`src/rtl/packet_serializer.sv`:
```
// packet_serializer: FIFO-buffered parallel-to-serial converter, MSB first, one bit per clock
//   clock/reset           : rising-edge clock, synchronous active-high reset
//   io_pIn/io_validIn     : parallel packet input, accepted when io_readyIn is high
//   io_readyIn            : FIFO not full
//   io_sOut/io_sValid     : serial bit and its qualifier
//   io_sLast              : final bit of the current frame
//   SERIALIZER_PARITY_EN  : when defined, each frame carries a trailing even-parity bit
module packet_serializer #(
  parameter int PKT_W      = 4,
  parameter int FIFO_DEPTH = 4
) (
  input  logic             clock,
  input  logic             reset,
  input  logic [PKT_W-1:0] io_pIn,
  input  logic             io_validIn,
  output logic             io_readyIn,
  output logic             io_sOut,
  output logic             io_sValid,
  output logic             io_sLast
);
`ifdef SERIALIZER_PARITY_EN
  localparam int FW = PKT_W + 1;
`else
  localparam int FW = PKT_W;
`endif
  localparam int AW = $clog2(FIFO_DEPTH);
  localparam int CW = $clog2(FIFO_DEPTH + 1);
  localparam int BW = $clog2(FW);
  typedef enum logic {S_IDLE, S_SHIFT} state_t;
  state_t            r_state, w_state_nxt;
  logic [PKT_W-1:0]  r_mem [FIFO_DEPTH];
  logic [AW-1:0]     r_wr_ptr, r_rd_ptr;
  logic [CW-1:0]     r_count;
  logic [FW-1:0]     r_shift, w_load;
  logic [BW-1:0]     r_bit;
  logic [PKT_W-1:0]  w_head;
  logic              w_push, w_pop, w_last, w_empty, w_full;
  assign w_full     = r_count == CW'(FIFO_DEPTH);
  assign w_empty    = r_count == '0;
  assign io_readyIn = !w_full;
  assign w_push     = io_validIn && !w_full;
  assign w_last     = r_state == S_SHIFT && r_bit == BW'(FW - 1);
  assign w_head     = r_mem[r_rd_ptr];
`ifdef SERIALIZER_PARITY_EN
  assign w_load = {w_head, ^w_head};
`else
  assign w_load = w_head;
`endif
  assign io_sValid = r_state == S_SHIFT;
  assign io_sOut   = io_sValid && r_shift[FW-1];
  assign io_sLast  = w_last;
  // Reloading on the last-bit edge keeps consecutive frames gap-free.
  always_comb begin
    w_pop       = !w_empty && (r_state == S_IDLE || w_last);
    w_state_nxt = w_pop ? S_SHIFT : (w_last ? S_IDLE : r_state);
  end
  always_ff @(posedge clock) begin
    if (reset) r_state <= S_IDLE;
    else       r_state <= w_state_nxt;
  end
  always_ff @(posedge clock) begin
    if (w_push) r_mem[r_wr_ptr] <= io_pIn;
  end
  always_ff @(posedge clock) begin
    if (reset) begin
      r_wr_ptr <= '0;
      r_rd_ptr <= '0;
      r_count  <= '0;
      r_shift  <= '0;
      r_bit    <= '0;
    end else begin
      if (w_push) r_wr_ptr <= r_wr_ptr + AW'(1);
      if (w_pop)  r_rd_ptr <= r_rd_ptr + AW'(1);
      if (w_push && !w_pop) r_count <= r_count + CW'(1);
      else if (w_pop && !w_push) r_count <= r_count - CW'(1);
      if (w_pop) begin
        r_shift <= w_load;
        r_bit   <= '0;
      end else if (r_state == S_SHIFT) begin
        r_shift <= r_shift << 1;
        r_bit   <= r_bit + BW'(1);
      end
    end
  end
endmodule

```
`config.mk`:
```
export PLATFORM = sky130hd
export DESIGN_NAME = packet_serializer
export DESIGN_NICKNAME = d
export VERILOG_FILES = /design/src/rtl/packet_serializer.sv
export SDC_FILE = /design/constraint.sdc
export NUM_CORES = 1
export LEC_CHECK = 0
export ABC_CLOCK_PERIOD_IN_PS = 3400
export CAP_MARGIN = 20
export CORE_MARGIN = 1
export CORE_UTILIZATION = 40
export CTS_CLUSTER_SIZE = 12
export DETAILED_ROUTE_END_ITERATION = 6
export PLACE_DENSITY = 0.68
export SLEW_MARGIN = 40
export SYNTH_ARGS = -nofsm -noshare
export SYNTH_HDL_FRONTEND = slang
export SYNTH_SLANG_ARGS = --single-unit
```
`constraint.sdc`:
```
create_clock -name clock -period 3.4 [get_ports clock]
set_clock_uncertainty 0.15 [all_clocks]
set_input_delay 0.34 -clock clock [delete_from_list [all_inputs] [get_ports clock]]
set_output_delay 0.34 -clock clock [all_outputs]
set_load 0.005 [all_outputs]
```
==> results by group <==
Run status
  • Status: completed

CTS
  • Clk buf depth: 2
  • Htree depth: 2
  • Clock sink count: 32
  • Worst-Skew Late Latency: 0.32 ns
  • CTS tree: done
  • Root Driver: clkbuf_4
  • Inserted Clock Buffers: 5
  • Setup Buffers After CTS: 0
  • PostCTS Resize Cnt: 0
  • Worst-path clk slew: 0.09 ns
  • Cts hold-fix bufs: 0

Detailed routing
  • Routed wire length: 2.296 mm
  • Vias per cell: 5.119
  • DRC viols: 0
  • Avg WL per Cell: 13.67 microns
  • DRT Pass-1 Iters: 6
  • Drt initial violations: 44
  • Post-DRT Antenna Nets: 0
  • Via count: 860

GRT
  • Vias in the first global route: 873
  • First-pass GRT wire length: 3.870 mm
  • Global route overflow: 0
  • Initial antenna violation count: 0
  • Largest net degree at the start of global routing: 16
  • Total GRT Usage: 15.41%

Worst setup path
  • CP Max Fanout: 12
  • Path type of the worst setup path: register to register
  • CP Data Arrival Time: 2.77 ns
  • R2R Setup Slk: 0.72 ns
  • R2R depth: 9
  • RR Startpoint: io_sValid
  • Setup crit start kind: register
  • Worst Path Required: 3.50 ns
  • Crit path capture type: register
  • R2R Path End: r_count[2]

Layout
  • Share of post-route cells with drive strength above 1: 8.871%
  • Nets: 137
  • Commonest cells after routing, fill and taps aside: dfxtp_1, edfxtp_1, clkdlybuf4s50_1
  • Fillers: 304
  • Layout area overhead: 15.11%
  • N_diodes: 0

Logic synthesis
  • Post-synthesis sequential area ratio: 58.61%
  • Post-Syn Area per Cell: 12.65 sq um
  • Synth Net Count: 122
  • Yosys top cell area share: 35.16%
  • Post-Synthesis Cells: 108
  • Top post-synthesis cells by area: edfxtp_1, dfxtp_1, ha_1
  • FF+latch count, synth: 32
  • Cell taking the most area after synthesis: edfxtp_1
  • Syn. warnings: 0
  • Post-Syn Area: 0.001366 sq mm
  • Distinct cells, synth: 30

Worst hold path
  • Hold path depth: 2
  • Hold EP: r_shift[3]
  • Hold/Removal Path Class: register to register
  • Min-delay src: r_shift[3]

Die
  • Die Area: 0.003654 sq mm
  • Chip height: 60.45 microns
  • Initial core utilization: 43.33%
  • Die X: 60.45 microns
  • Top-level I/O count: 11
  • Row count: 20
  • Placeable Area: 0.003153 sq mm

Job
  • Max_cap viols: 0

Pwr
  • Max VDD drop: 0.2653 mV
  • Leak: 0.5705 nW
  • Pwr Density: 707.3 mW/mm^2

STA
  • Fin Hold WS: 0.3325 ns
  • F_max: 373.7 MHz
  • Worst Tran Pin Value: 0.5515 ns
  • Final min period: 2.676 ns
  • Max_slew headroom: 63.12%
  • Setup TNS: 0 ns
  • Hold Violations, Final: 0
  • Final Max Slew Viols: 0
  • RSZ-0062 raised after global routing: no
  • Final setup vio count: 0
  • Final period utilization: 78.70%

Placed design
  • GP Congestion: 0.8277
  • HPWL Detailed: 1.647 mm
  • IO Port Bufs: 10
-- Yosys cell counts --
master,n
dfxtp_1,16
edfxtp_1,16
a21oi_1,8
inv_1,8
nand3_1,8
ha_1,6
and3_1,4
nor2_1,4
o211ai_1,4
o21ai_0,4
a31oi_1,3
and2_1,2
clkbuf_1,2
mux2i_1,2
mux4_1,2
mux4_2,2
nand2_1,2
nor3_1,2
xor2_1,2
fa_1,1
nand2b_1,1
nor2b_1,1
nor3_2,1
nor3b_2,1
nor4_1,1
o31ai_1,1
or3_1,1
or3_2,1
or4_1,1
xnor2_1,1
-- state kept, by name, summed over array words and instances (netlist names), named ones only --
register   cells
io_sValid      1
r_bit          2
r_count        3
r_mem         16
r_rd_ptr       2
r_shift        4
r_wr_ptr       2
-- cell type report --
| type | count | area, sq um | area share (%) |
|---|---|---|---|
| Tap cell | 44 | 55.05 | 3.500 |
| Clock buffer | 8 | 58.81 | 3.739 |
| Timing Repair Buffer | 10 | 100.1 | 6.364 |
| Multi-Input combinational cell | 66 | 528.0 | 33.57 |
| Sequential cell | 32 | 800.8 | 50.91 |
| Inverter | 8 | 30.03 | 1.909 |
-- through the flow --
| stage | cell area [sq um] | setup WS, ns | std cells | total power, mW | utilization, % |
|---|---|---|---|---|---|
| after floorplan | 1366 | 1.057 | 108 | 0.8036 | - |
| after global placement | 1514 | 0.8641 | 160 | 0.8896 | 48.02 |
| after detailed placement | 1514 | 0.7283 | 160 | 0.9062 | 48.02 |
| after CTS | 1573 | 0.7110 | 168 | 1.125 | 49.88 |
| after global routing | 1573 | 0.5349 | 168 | 1.192 | 49.88 |
| final | 1573 | 0.7243 | 168 | 1.112 | 49.88 |
-- power breakdown --
| group | internal [mW] | total (mW) | switching (mW) |
|---|---|---|---|
| registers | 0.479 | 0.554 | 0.0750 |
| clock network | 0.102 | 0.215 | 0.113 |
| logic | 0.166 | 0.343 | 0.177 |
-- worst max path at each step --
stage                         start         end  slack [ns]  depth (start not counted)
after floorplan            r_bit[0]  r_count[2]        1.06                         10
after global placement    io_sValid  r_count[2]        0.86                          9
after detailed placement  io_sValid  r_count[2]        0.73                          9
after CTS                 io_sValid  r_count[2]        0.71                          9
after global routing      io_sValid  r_count[2]        0.53                          9
final                     io_sValid  r_count[2]        0.72                          9
-- per-layer routing --
layer | GRT usage [%] | routed length (microns) | vias to the layer above
met5 | 0 | 0 | -
met4 | 7.468 | 36 | 0
met3 | 7.676 | 121 | 6
met2 | 23.55 | 1040 | 24
met1 | 18.12 | 1098 | 397
li1 | - | - | 433
-- critical path, stage by stage (launching register included) --
cell and delay, ns:
dfxtp_1 0.57, nor2b_1 0.41, nor2_1 0.14, inv_1 0.09
ha_1 0.18, inv_1 0.06, fa_1 0.37, xor2_1 0.17
or3_1 0.31, a21oi_1 0.15
-- logic make-up after synthesis --
logic type | count (synthesis) | share of synthesized area [%]
multiplexers | 6 | 8.608
buffers and inverters | 10 | 2.748
XOR/XNOR | 3 | 1.923
AO/OA/AOI/OAI | 20 | 8.517
flip-flops | 32 | 58.61
adder cells (fa/ha/maj) | 7 | 6.960
AND/OR/NAND/NOR | 30 | 12.64
Note: power is estimated with default switching activity, not from simulation.
